==> config.mk <==
export PLATFORM = sky130hd
export DESIGN_NAME = decode_ctrl_pipe
export DESIGN_NICKNAME = d
export VERILOG_FILES = /design/src/rtl/decode_ctrl_pipe.sv
export SDC_FILE = /design/constraint.sdc
export NUM_CORES = 1
export LEC_CHECK = 0
export ABC_AREA = 1
export BUFFER_PORTS_ARGS = -buffer_cell sky130_fd_sc_hd__buf_2
export CAP_MARGIN = 20
export CELL_PAD_IN_SITES_DETAIL_PLACEMENT = 0
export CELL_PAD_IN_SITES_GLOBAL_PLACEMENT = 2
export CORE_UTILIZATION = 24
export DETAILED_ROUTE_END_ITERATION = 8
export MAX_ROUTING_LAYER = met4
export PLACE_DENSITY_LB_ADDON = 0.05
export SLEW_MARGIN = 30
export SYNTH_ARGS = -nofsm -noshare
export SYNTH_HDL_FRONTEND = slang
export SYNTH_SLANG_ARGS = --single-unit
==> constraint.sdc <==
create_clock -name Clk -period 1.4 [get_ports Clk]
set_input_delay 0.07 -clock Clk [delete_from_list [all_inputs] [get_ports Clk]]
set_output_delay 0.07 -clock Clk [all_outputs]
set_load 0.02 [all_outputs]
==> src/rtl/decode_ctrl_pipe.sv <==
// ID-stage decoder: IF/ID instruction -> ID/EX control bundle, with load-use
// stall, multiply hold and flush. Optional macro: DECODE_ILLEGAL_TRAP_EN.
module decode_ctrl_pipe #(
    parameter int ALUOP_W    = 5,
    parameter int MUL_CYCLES = 3,
    parameter int MUL_CNT_W  = 2
) (
    input  logic               Clk,
    input  logic               Reset,
    input  logic               if_valid,
    input  logic [31:0]        instr,
    input  logic               flush,
    output logic               stall,
    output logic               ex_valid,
    output logic               ex_regDst,
    output logic               ex_ALUSource,
    output logic               ex_MemToReg,
    output logic               ex_regWrite,
    output logic               ex_MemRead,
    output logic               ex_MemWrite,
    output logic               ex_Jump,
    output logic               ex_MulOp,
    output logic [2:0]         ex_BranchJump,
    output logic [ALUOP_W-1:0] ex_ALUOp,
    output logic [1:0]         ex_MemDataType,
    output logic [4:0]         ex_wreg
`ifdef DECODE_ILLEGAL_TRAP_EN
    ,
    output logic               illegal_op
`endif
);

    typedef struct packed {
        logic               regdst;
        logic               alusrc;
        logic               memtoreg;
        logic               regwrite;
        logic               memread;
        logic               memwrite;
        logic               jump;
        logic               mulop;
        logic [2:0]         bj;
        logic [ALUOP_W-1:0] aluop;
        logic [1:0]         mdt;
        logic [4:0]         wreg;
    } ctrl_t;

    localparam logic [MUL_CNT_W-1:0] MUL_LOAD = MUL_CNT_W'(MUL_CYCLES - 1);

    logic [5:0] opcode, funct;
    logic [4:0] rs, rt, rd;
    ctrl_t      d, ex_q;
    logic       reads_rt, legal, is_imm;
    logic       hold, load_use;
    logic [MUL_CNT_W-1:0] mul_cnt;
    logic       unused_shamt;

    assign opcode       = instr[31:26];
    assign rs           = instr[25:21];
    assign rt           = instr[20:16];
    assign rd           = instr[15:11];
    assign funct        = instr[5:0];
    assign unused_shamt = ^instr[10:6];

    function automatic logic [ALUOP_W-1:0] op(input logic [4:0] c);
        return ALUOP_W'(c);
    endfunction

    // Combinational decode of the instruction currently in ID.
    always_comb begin
        d        = '0;
        reads_rt = 1'b0;
        legal    = 1'b1;
        is_imm   = 1'b0;
        unique case (opcode)
            6'b000000: begin
                d.memtoreg = 1'b1;
                d.regwrite = 1'b1;
                d.wreg     = rd;
                d.mulop    = (funct == 6'b011000) || (funct == 6'b011001);
                reads_rt   = 1'b1;
            end
            6'b001000: begin is_imm = 1'b1; d.aluop = op(5'b00010); end
            6'b001001: begin is_imm = 1'b1; d.aluop = op(5'b00111); end
            6'b001100: begin is_imm = 1'b1; d.aluop = op(5'b00001); end
            6'b001101: begin is_imm = 1'b1; d.aluop = op(5'b00011); end
            6'b001110: begin is_imm = 1'b1; d.aluop = op(5'b00100); end
            6'b001010: begin is_imm = 1'b1; d.aluop = op(5'b00101); end
            6'b001011: begin is_imm = 1'b1; d.aluop = op(5'b01011); end
            6'b001111: begin is_imm = 1'b1; d.aluop = op(5'b10100); end
            6'b011100: begin
                d.memtoreg = 1'b1;
                d.regwrite = 1'b1;
                d.mulop    = 1'b1;
                d.aluop    = op(5'b01000);
                d.wreg     = rd;
                reads_rt   = 1'b1;
            end
            6'b011111: begin
                d.memtoreg = 1'b1;
                d.regwrite = 1'b1;
                d.aluop    = op(5'b01001);
                d.wreg     = rd;
                reads_rt   = 1'b1;
            end
            6'b100000, 6'b100001, 6'b100011: begin
                d.regdst   = 1'b1;
                d.alusrc   = 1'b1;
                d.memread  = 1'b1;
                d.regwrite = 1'b1;
                d.aluop    = op(5'b00010);
                d.mdt      = opcode[1] ? 2'b10 : {1'b0, opcode[0]};
                d.wreg     = rt;
            end
            6'b101000, 6'b101001, 6'b101011: begin
                d.alusrc   = 1'b1;
                d.memwrite = 1'b1;
                d.aluop    = op(5'b00010);
                d.mdt      = opcode[1] ? 2'b10 : {1'b0, opcode[0]};
                reads_rt   = 1'b1;
            end
            6'b000100: begin
                d.jump = 1'b1; d.aluop = op(5'b00110); d.bj = 3'b001;
                reads_rt = 1'b1;
            end
            6'b000101: begin
                d.jump = 1'b1; d.aluop = op(5'b00110); d.bj = 3'b010;
                reads_rt = 1'b1;
            end
            6'b000001: begin d.jump = 1'b1; d.aluop = op(5'b00110); d.bj = 3'b100; end
            6'b000111: begin d.jump = 1'b1; d.aluop = op(5'b00110); d.bj = 3'b101; end
            6'b000110: begin d.jump = 1'b1; d.aluop = op(5'b00110); d.bj = 3'b110; end
            6'b000010: begin d.jump = 1'b1; d.aluop = op(5'b00110); d.bj = 3'b011; end
            6'b000011: begin
                d.jump     = 1'b1;
                d.aluop    = op(5'b00110);
                d.bj       = 3'b011;
                d.regwrite = 1'b1;
                d.wreg     = 5'd31;
            end
            default: legal = 1'b0;
        endcase
        if (is_imm) begin
            d.regdst   = 1'b1;
            d.alusrc   = 1'b1;
            d.memtoreg = 1'b1;
            d.regwrite = 1'b1;
            d.wreg     = rt;
        end
    end

    // Hazard detection; a flush overrides any stall.
    always_comb begin
        hold     = (mul_cnt != '0);
        load_use = if_valid && ex_valid && ex_q.memread && (ex_q.wreg != 5'd0) &&
                   ((ex_q.wreg == rs) || (reads_rt && (ex_q.wreg == rt)));
        stall    = !flush && (hold || load_use);
    end

    // ID/EX register and multiply hold counter.
    always_ff @(posedge Clk or posedge Reset) begin
        if (Reset) begin
            ex_q     <= '0;
            ex_valid <= 1'b0;
            mul_cnt  <= '0;
        end else if (flush) begin
            ex_q     <= '0;
            ex_valid <= 1'b0;
            mul_cnt  <= '0;
        end else if (hold) begin
            mul_cnt  <= mul_cnt - MUL_CNT_W'(1);
        end else if (load_use || !if_valid || !legal) begin
            ex_q     <= '0;
            ex_valid <= 1'b0;
            mul_cnt  <= '0;
        end else begin
            ex_q     <= d;
            ex_valid <= 1'b1;
            mul_cnt  <= d.mulop ? MUL_LOAD : '0;
        end
    end

`ifdef DECODE_ILLEGAL_TRAP_EN
    // Sticky flag for an unrecognised opcode seen in a live ID slot.
    always_ff @(posedge Clk or posedge Reset) begin
        if (Reset)
            illegal_op <= 1'b0;
        else if (if_valid && !flush && !legal)
            illegal_op <= 1'b1;
    end
`endif

    assign ex_regDst      = ex_q.regdst;
    assign ex_ALUSource   = ex_q.alusrc;
    assign ex_MemToReg    = ex_q.memtoreg;
    assign ex_regWrite    = ex_q.regwrite;
    assign ex_MemRead     = ex_q.memread;
    assign ex_MemWrite    = ex_q.memwrite;
    assign ex_Jump        = ex_q.jump;
    assign ex_MulOp       = ex_q.mulop;
    assign ex_BranchJump  = ex_q.bj;
    assign ex_ALUOp       = ex_q.aluop;
    assign ex_MemDataType = ex_q.mdt;
    assign ex_wreg        = ex_q.wreg;

endmodule

==> results.py, run 1 <==
metrics = {
    "yosys": {
        "ys_async_sr_fraction": 1.00,
        "synth_area_leaders": "dfrtp_1 (38%), nand2_1 (18%), nand4_1 (9.9%)",
        "synth_edf_count": 0,
        "synth_top_family_by_area": "simple AND/OR/NAND/NOR gates",
        "muxShareOfSynthArea": 0,
        "synth_warnings": 0,
        "yosysTopAreaCell": "dfrtp_1",
        "synthFlopType": "dfrtp_1",
        "syn_inst": 239,
        "synth-xor-area-share": 0.0512,
        "yosys.area.top_type_share": 0.381,
        "syn_area_um2": 1710,
        "ys_seq_area_frac": 0.381,
        "yosys-top-cells-count": "nand2_1 (82), nand4_1 (27), dfrtp_1 (26), nand3_1 (23), nor2_1 (18)",
        "synth_fa_ha_area_frac": 0,
        "ys_ff_latch": 26,
        "post-synth-top-count-cell": "nand2_1",
        "yosys.area_share.simple": 0.450,
        "ys_types": 24,
        "syn_area_per_cell_um2": 7.15,
        "syn_nets": 275,
        "synth-compound-area-share": 0.0322,
    },
    "global_route": {
        "gr-total-overflow": 0,
        "grt_usage": 0.161,
        "antenna_found_initial": 0,
        "grt_start_max_net_pins": 27,
        "grt_pass1_wl_um": 8880,
        "grt_pass1_vias": 1813,
    },
    "flow_run": {
        "maxCapViolCount": 0,
    },
    "drt": {
        "dr.pass1.iters": 4,
        "avgViaCountPerCell": 4.31,
        "wirelength_um": 5380,
        "drc": 0,
        "drt_iter0_drc": 44,
        "vias": 1871,
        "wl_per_cell_um": 12.4,
        "ant_nets": 0,
    },
    "sta": {
        "worstMarginPinSlew_ns": 0.401,
        "setup_ws_ns": -0.256,
        "maxSlewViolCount": 0,
        "skew_ns": 0.00182,
        "hold_ws_ns": 0.117,
        "final.period_utilization": 1.18,
        "hold_viol": 0,
        "relSlewSlack": 0.730,
        "period_needed_ns": 1.66,
        "finalSetupViolCount": 26,
        "rsz0062_at_grt": "yes",
        "fmax_ghz": 0.604,
    },
    "pwr": {
        "ir_drop_uv": 316,
        "power.density_nw_per_um2": 674,
        "finalPower_mw": 1.73,
        "p_leak_nw": 1.50,
    },
    "outcome": {
        "status": "complete, but fails checks",
        "violations": "setup timing",
    },
    "die": {
        "start_util": 0.250,
        "die_area_um2": 7460,
        "rows": 30,
        "die_h_um": 86.4,
        "core_um2": 6830,
        "die_width_um": 86.4,
        "ios": 61,
    },
    "worst_hold_path": {
        "min_path_cells": 4,
        "hold_path_class": "primary input to flop",
        "holdPathEnd": "mul_cnt[0]$_DFF_PP0_",
        "hold_start": "flush",
    },
    "setup_path": {
        "timing.rr.end": "ex_ALUOp[4]$_DFFE_PP0P_",
        "rr_startpoint": "ex_wreg[1]$_DFFE_PP0P_",
        "rrSetupSlack_ns": -0.23,
        "path_cells": "or2_4 -> a21oi_2 -> nand3_1 -> nand2_2 -> nand2_4 -> a21oi_4 -> buf_6",
        "critical_path.top_delay_family": "simple AND/OR/NAND/NOR gates",
        "worst-endpoint-arrival_ns": 1.59,
        "cp-start-kind": "flop",
        "r2r_cells": 10,
        "cp_data_required_time_ns": 1.33,
        "cp_slowest_stage_delay_ns": 0.45,
        "crit_fanout": 5,
        "path_buf_inv": 1,
        "criticalPathCategory": "flop to output port",
        "cp-end-kind": "output port",
        "cpMaxStageDelayCell": "dfrtp_2",
    },
    "cts": {
        "numCtsBuffers": 3,
        "cts_sinks": 26,
        "clockBufferDepth": 2,
        "clk_pin_slew_worst_paths_ns": 0.10,
        "htreeDepth": 1,
        "insertion_delay_ns": 0.27,
        "root_buffer": "clkbuf_8",
        "cts_tree": "yes",
    },
    "layout": {
        "antenna-diode-count": 0,
        "finalNonFillerCells": 434,
        "final_layout_size_suffix_gt1_frac": 0.396,
        "final_nets": 375,
        "stdcell_area_um2": 2570,
        "utilization": 0.377,
        "area_delta_synth_final_pct": 50.7,
    },
    "placed_design": {
        "place_inst": 426,
        "port-buffer-count": 54,
        "gp_congestion": 0.828,
        "hpwl_um": 4290,
        "placement.cell_area_um2": 2430,
    },
}
-- flip-flops by register name, summed over array words and instances, names as in the netlist --
signal	flops
mul_cnt	2
ex_regWrite	1
ex_MemDataType	2
ex_MulOp	1
ex_MemToReg	1
ex_Jump	1
ex_ALUSource	1
ex_BranchJump	3
ex_valid	1
ex_wreg	5
ex_MemWrite	1
ex_ALUOp	5
ex_regDst	1
ex_MemRead	1
-- worst register-to-register path: stages (launching register included) --
cell,delay (ns)
dfrtp_2,0.45
or2_4,0.24
a21oi_2,0.11
nand3_1,0.10
nand2_2,0.09
nand2_4,0.07
buf_4,0.14
buf_6,0.10
buf_6,0.10
nand4_1,0.06
nand2_1,0.06
-- layer usage --
| metal | wire length, um | part of all wire | vias up | track usage |
|---|---|---|---|---|
| li1 | - | - | 985 | - |
| met1 | 2560 | 0.48 | 839 | 0.204 |
| met2 | 2550 | 0.47 | 43 | 0.271 |
| met3 | 215 | 0.040 | 4 | 0.0219 |
| met4 | 48 | 0.0089 | 0 | 0.0364 |
| met5 | 0 | 0 | - | - |
-- placed cells by master (no fill, tap or decap), drive strengths merged, types with 2 or more instances in the layout --
cell type | Yosys | layout
xnor2 | 7 | 7
clkbuf | 4 | 3
nand2 | 86 | 86
nor2 | 24 | 24
nand3 | 25 | 25
o21ai | 4 | 4
nand4 | 27 | 27
xor2 | 3 | 3
a21oi | 3 | 3
inv | 18 | 18
buf | 6 | 104
nor3 | 2 | 2
dfrtp | 26 | 26
-- report_power, final --
part	internal, mW	switching, mW	total (mW)
logic	0.152	0.183	0.335
clock network	0.383	0.254	0.636
registers	0.757	0.00577	0.763
total	1.29	0.442	1.73
-- through the flow --
step	setup TNS (ns)	setup slack (ns)
detailed placement	-3.06	-0.167
global placement	-3.07	-0.170
global route	-7.19	-0.345
floorplan	-0.230	-0.0433
CTS	-4.66	-0.289
finish	-4.61	-0.256
-- cells by family after synthesis --
group,Yosys count
AND/OR/NAND/NOR,166
AO/OA/AOI/OAI,8
flip-flops,26
XOR/XNOR,10
buffers and inverters,29
-- area by class of cell --
class / instances / area [um^2]
clock inverter: 1 / 30.0
clock buffer: 3 / 41.3
sequential: 26 / 656
tap: 96 / 120
fill: 794 / 4260
multi-input combinational: 184 / 962
inverter: 19 / 71.3
timing repair buffer: 105 / 694
-- what timing repair did --
action                     in CTS  in global routing
pin swaps                       4                  7
setup buffers                   2                  1
hold buffers                    1                  0
resized for setup               4                  8
hold endpoints to repair       26                  0
setup endpoints to repair      23                 26
-- how the worst max path moves through the flow --
stage,depth (start not counted),slack (ns),start,to
after global placement,13,-0.17,instr[28],ex_ALUOp[1]$_DFFE_PP0P_
after global routing,7,-0.34,ex_wreg[1]$_DFFE_PP0P_,stall
final,7,-0.26,ex_wreg[1]$_DFFE_PP0P_,stall
after floorplan,7,-0.04,ex_wreg[1]$_DFFE_PP0P_,stall
after CTS,7,-0.29,ex_wreg[1]$_DFFE_PP0P_,stall
after detailed placement,9,-0.17,ex_wreg[3]$_DFFE_PP0P_,ex_ALUOp[1]$_DFFE_PP0P_
Power figures use the tool's default switching activity.
==> inputs of run 2 (changes only) <==
CORE_UTILIZATION = 28   (was 24)
CTS_BUF_LIST = sky130_fd_sc_hd__clkbuf_16   (was unset)
clock period = 1.95 ns   (was 1.4 ns; I/O delays follow)
==> run 2 against run 1 <==
Compared with the run above: the run ends with DRC left; via count shrank 6.1%; sequential power shrank 28%; non-clock buffer count shrank 35; clock skew grew 0.0013 ns; combinational power shrank 43%; sequential share of layout area grew 3.6 points; critical endpoint unchanged; largest cell class unchanged.
==> results.py, run 2 (synthesis gave the netlist of run 1 again) <==
metrics = {
    "outcome": {
        "status": "complete, but fails checks",
        "violations": "DRC",
    },
    "drt": {
        "wirelength_um": 4870,
        "avgViaCountPerCell": 4.65,
        "drt_iter0_drc": 67,
        "dr.pass1.iters": 8,
        "vias": 1757,
        "wl_per_cell_um": 12.9,
        "ant_nets": 0,
        "drc": 1,
    },
    "setup_path": {
        "cp_data_required_time_ns": 1.85,
        "cp-start-kind": "flop",
        "crit_start": "ex_wreg[1]$_DFFE_PP0P_",
        "cp-end-kind": "output port",
        "rr_startpoint": "ex_wreg[1]$_DFFE_PP0P_",
        "criticalPathCategory": "flop to output port",
        "crit_fanout": 7,
        "worst-endpoint-arrival_ns": 1.68,
    },
    "layout": {
        "area_delta_synth_final_pct": 31.2,
        "mostFrequentLayoutCell": "nand2_1",
        "layout_common_cells": "nand2_1 (82), buf_2 (53), nand4_1 (27), dfrtp_1 (26), nand3_1 (23)",
        "final_nets": 340,
        "utilization": 0.379,
        "stdcell_area_um2": 2240,
        "antenna-diode-count": 0,
        "final_layout_size_suffix_gt1_frac": 0.297,
        "fill_cells": 683,
    },
    "pwr": {
        "ir_drop_uv": 294,
        "power.density_nw_per_um2": 600,
        "finalPower_mw": 1.34,
        "p_leak_nw": 1.33,
    },
    "die": {
        "die_area_um2": 6420,
        "die_width_um": 80.1,
        "start_util": 0.289,
        "rows": 28,
        "ios": 61,
        "core_um2": 5920,
        "die_h_um": 80.1,
    },
    "cts": {
        "numCtsBuffers": 3,
        "clk_pin_slew_worst_paths_ns": 0.07,
        "insertion_delay_ns": 0.26,
        "clockBufferDepth": 2,
        "cts_tree": "yes",
        "htreeDepth": 1,
        "cts_sinks": 26,
        "root_buffer": "clkbuf_16",
    },
    "sta": {
        "fin_setup_tns_ns": 0,
        "hold_viol": 0,
        "relSlewSlack": 0.534,
        "rsz0062_at_grt": "no",
        "maxSlewViolCount": 0,
        "period_needed_ns": 1.77,
        "finalSetupViolCount": 0,
        "worstMarginPinSlew_ns": 0.696,
        "final.period_utilization": 0.909,
        "skew_ns": 0.00310,
        "fmax_ghz": 0.564,
    },
    "global_route": {
        "grt_usage": 0.174,
        "grt_pass1_vias": 1737,
        "antenna_found_initial": 0,
        "gr-total-overflow": 0,
        "grt_pass1_wl_um": 8340,
        "grt_start_max_net_pins": 27,
    },
    "placed_design": {
        "placement.cell_area_um2": 2090,
        "hpwl_um": 3700,
        "gp_congestion": 0.778,
        "port-buffer-count": 54,
    },
    "worst_hold_path": {
        "hold_path_class": "primary input to flop",
        "hold_start": "flush",
    },
    "flow_run": {
        "maxCapViolCount": 0,
    },
}
-- run 2: changes by cell type in the layout (fill, tap and decap cells not counted), sizes merged --
cell / change
buf: -35
-- run 2: routing by layer --
layer / part of all wire / vias to the layer above / global-route usage
met2: 0.47 / 46 / 0.273
met5: 0 / - / -
met1: 0.49 / 787 / 0.232
li1: - / 921 / -
met4: 0.0062 / 0 / 0.0554
met3: 0.042 / 3 / 0.0216
-- run 2: repair_timing --
item                                   in CTS  in global routing
setup endpoints to repair                   0                  1
buffers inserted                            0                  3
gates resized for setup                     0                  3
endpoints found under the hold margin      26                  0
hold buffers                                1                  0
-- run 2: path summary, 6_finish.rpt --
path / to / slack [ns] / cells past startpoint
max in group asynchronous: ex_ALUOp[3]$_DFFE_PP0P_ / 1.24 / 4
min: mul_cnt[0]$_DFF_PP0_ / 0.16 / 4
min reg2reg: ex_BranchJump[2]$_DFFE_PP0P_ / 0.48 / 2
min in group asynchronous: ex_valid$_DFFE_PP0P_ / 0.45 / 4
max: stall / 0.18 / 9
max reg2reg: ex_wreg[0]$_DFFE_PP0P_ / 0.24 / 11
-- run 2: worst max-delay path: stages, from the launching register on --
cell and delay (ns):
dfrtp_1 0.37, buf_4 0.15, xnor2_1 0.15, nand3_1 0.11, nor2_1 0.12, nand2_1 0.05
nand2_1 0.09, nand2_4 0.09, a21oi_2 0.13, buf_4 0.15
-- run 2: where the power goes --
group	internal (mW)	switching (mW)	total (mW)
clock	0.409	0.196	0.605
sequential	0.544	0.00386	0.548
combinational	0.0722	0.120	0.192
-- run 2: final cells by class --
type / instances / area (um^2) / share of cell area
timing repair buffer: 70 / 395 / 0.176
clock inverter: 1 / 30.0 / 0.0134
multi-input combinational: 184 / 926 / 0.413
clock buffer: 3 / 75.1 / 0.0335
inverter: 19 / 71.3 / 0.0318
tap: 75 / 93.8 / 0.0419
sequential: 26 / 651 / 0.290
-- run 2: through the flow --
step | setup slack, ns | hold WS (ns) | cells
6_report | 0.177 | 0.162 | 378
5_1_grt | 0.00884 | 0.204 | 378
4_1_cts | 0.0294 | 0.131 | 375
3_5_place_dp | 0.260 | 0.185 | 370
3_3_place_gp | 0.242 | 0.180 | 370
2_1_floorplan | 0.202 | 0.138 | 239
==> inputs of run 3 (changes only) <==
ABC_AREA = unset   (was 1)
CORE_UTILIZATION = 30   (was 28)
GPL_TIMING_DRIVEN = 0   (was unset)
==> run 3 against run 2 <==
Compared with the run above: the flow now finishes without violations; total power down 10%; clock power down 26%; worst hold slack lost 0.082 ns; die area down 2.6%; maximum frequency is 6.0% lower; synthesized cell count decreased by 10%; sequential share of layout area decreased by 0.59 points; critical endpoint unchanged; largest power group is now registers; highest routed layer unchanged.
==> results.py, run 3 <==
metrics = {
    "setup_path": {
        "cp-end-kind": "output port",
        "critical_path.top_delay_family": "simple AND/OR/NAND/NOR gates",
        "worst_path_most_repeated_cell": "buf_4",
        "cp-start-kind": "flop",
        "path_buf_inv": 2,
        "path_cells": "xor2_1 -> nor3_1 -> nand4_1 -> buf_4 -> o21ai_4 -> nor2b_2 -> buf_4",
        "cp_data_required_time_ns": 1.85,
        "criticalPathCategory": "flop to output port",
        "worst-endpoint-arrival_ns": 1.79,
        "crit_fanout": 4,
        "cp_slowest_stage_delay_ns": 0.44,
        "cpMaxStageDelayCell": "dfrtp_2",
    },
    "die": {
        "start_util": 0.318,
        "die_area_um2": 6260,
        "core_um2": 5610,
        "ios": 61,
        "die_h_um": 79.1,
        "die_width_um": 79.1,
        "rows": 27,
    },
    "yosys": {
        "syn_nets": 251,
        "syn_inst": 215,
        "post-synth-top-count-cell": "nand2_1",
        "ys_seq_area_frac": 0.365,
        "ys_async_sr_fraction": 1.00,
        "ys_types": 46,
        "yosys.area.top_type_share": 0.365,
        "yosys-top-cells-count": "nand2_1 (32), dfrtp_1 (26), nor2_1 (14), a21oi_1 (11), o21ai_0 (11)",
        "synthFlopType": "dfrtp_1",
        "ys_ff_latch": 26,
        "syn_area_per_cell_um2": 8.29,
        "yosysTopAreaCell": "dfrtp_1",
        "synth_edf_count": 0,
        "syn_area_um2": 1780,
        "synth_area_leaders": "dfrtp_1 (36%), nand2_1 (6.7%), xor2_1 (4.4%)",
        "synth_warnings": 0,
    },
    "layout": {
        "fill_cells": 619,
        "mostFrequentLayoutCell": "buf_2",
        "regArea_um2": 657,
        "area_delta_synth_final_pct": 29.6,
        "utilization": 0.412,
        "antenna-diode-count": 0,
        "final_nets": 316,
        "multi_input_area_um2": 1070,
        "layout_common_cells": "buf_2 (60), nand2_1 (32), dfrtp_1 (21), nor2_1 (14), o21ai_0 (11)",
        "final_layout_size_suffix_gt1_frac": 0.324,
    },
    "global_route": {
        "grt_pass1_wl_um": 8710,
        "antenna_found_initial": 0,
        "grt_usage": 0.186,
        "grt_pass1_vias": 1648,
        "grt_start_max_net_pins": 27,
        "gr-total-overflow": 0,
    },
    "sta": {
        "hold_ws_ns": 0.0803,
        "final.period_utilization": 0.967,
        "hold_viol": 0,
        "relSlewSlack": 0.634,
        "worstMarginPinSlew_ns": 0.547,
        "period_needed_ns": 1.88,
        "fmax_ghz": 0.531,
        "setup_ws_ns": 0.0650,
        "skew_ns": 0.00274,
        "maxSlewViolCount": 0,
        "finalSetupViolCount": 0,
    },
    "cts": {
        "insertion_delay_ns": 0.26,
        "htreeDepth": 1,
        "cts_tree": "yes",
        "clk_pin_slew_worst_paths_ns": 0.06,
        "numCtsBuffers": 3,
        "root_buffer": "clkbuf_16",
        "cts_sinks": 26,
        "clockBufferDepth": 2,
    },
    "drt": {
        "drc": 0,
        "vias": 1753,
        "ant_nets": 0,
        "drt_iter0_drc": 81,
        "wl_per_cell_um": 15.0,
        "wirelength_um": 5260,
        "dr.pass1.iters": 4,
        "avgViaCountPerCell": 5.01,
    },
    "flow_run": {
        "maxCapViolCount": 0,
    },
    "worst_hold_path": {
        "hold_path_class": "primary input to flop",
    },
    "placed_design": {
        "hpwl_um": 4090,
        "gp_congestion": 0.836,
        "place_ws_ns": -0.0120,
        "port-buffer-count": 53,
    },
    "outcome": {
        "status": "completed",
    },
    "pwr": {
        "p_leak_nw": 1.06,
        "ir_drop_uv": 263,
        "power.density_nw_per_um2": 523,
    },
}
-- run 3: cell type report --
| type | count | share of cell area |
|---|---|---|
| buffer | 15 | 0.0319 |
| clock buffer | 3 | 0.0325 |
| inverter | 7 | 0.0114 |
| multi-input combinational | 167 | 0.461 |
| sequential | 26 | 0.284 |
| tap | 72 | 0.0390 |
| timing repair buffer | 60 | 0.140 |
-- run 3: cell families after synthesis --
kind of cell | synth area share
xor+xnor | 0.0688
compound gates | 0.260
simple gates | 0.250
buf+inv | 0.0561
flops | 0.365
-- run 3: worst paths after layout --
kind / startpoint / end / slack [ns] / depth (start not counted)
max: ex_wreg[1]$_DFFE_PP0P_ / stall / 0.07 / 7
min: flush / mul_cnt[0]$_DFF_PP0_ / 0.08 / 2
min in group asynchronous: Reset / ex_BranchJump[1]$_DFFE_PP0P_ / 0.44 / 3
max in group asynchronous: Reset / ex_wreg[4]$_DFFE_PP0P_ / 1.12 / 3
min reg2reg: ex_MemWrite$_DFFE_PP0P_ / ex_MemWrite$_DFFE_PP0P_ / 0.47 / 2
max reg2reg: ex_wreg[0]$_DFFE_PP0P_ / ex_wreg[3]$_DFFE_PP0P_ / 0.16 / 6
-- run 3: per-layer routing --
| layer | vias to the layer above | global-route usage | part of all wire |
|---|---|---|---|
| li1 | 905 | - | - |
| met1 | 809 | 0.275 | 0.53 |
| met2 | 35 | 0.273 | 0.44 |
| met3 | 4 | 0.0161 | 0.026 |
| met4 | 0 | 0.0436 | 0.0059 |
| met5 | - | - | 0 |
-- run 3: report_power, final --
part / internal [mW] / total, mW / switching, mW
logic: 0.0801 / 0.212 / 0.132
clock network: 0.271 / 0.446 / 0.175
registers: 0.546 / 0.551 / 0.00496
total: 0.897 / 1.21 / 0.311
-- run 3: per-stage QoR --
step	TNS (ns)	cells	instance area (um^2)	power, mW
finish	0	350	2310	1.21
global route	-0.00580	350	2310	1.27
CTS	0	347	2270	1.22
detailed placement	-0.0361	340	2140	0.768
global placement	0	340	2140	0.769
floorplan	0	215	1780	0.687
-- run 3: what timing repair did --
action / CTS / global route
hold buffers: 1 / 0
setup endpoints to repair: 11 / 14
resized for setup: 6 / 7
hold endpoints to repair: 26 / 0
setup buffers: 3 / 3
pin swaps: 3 / 4
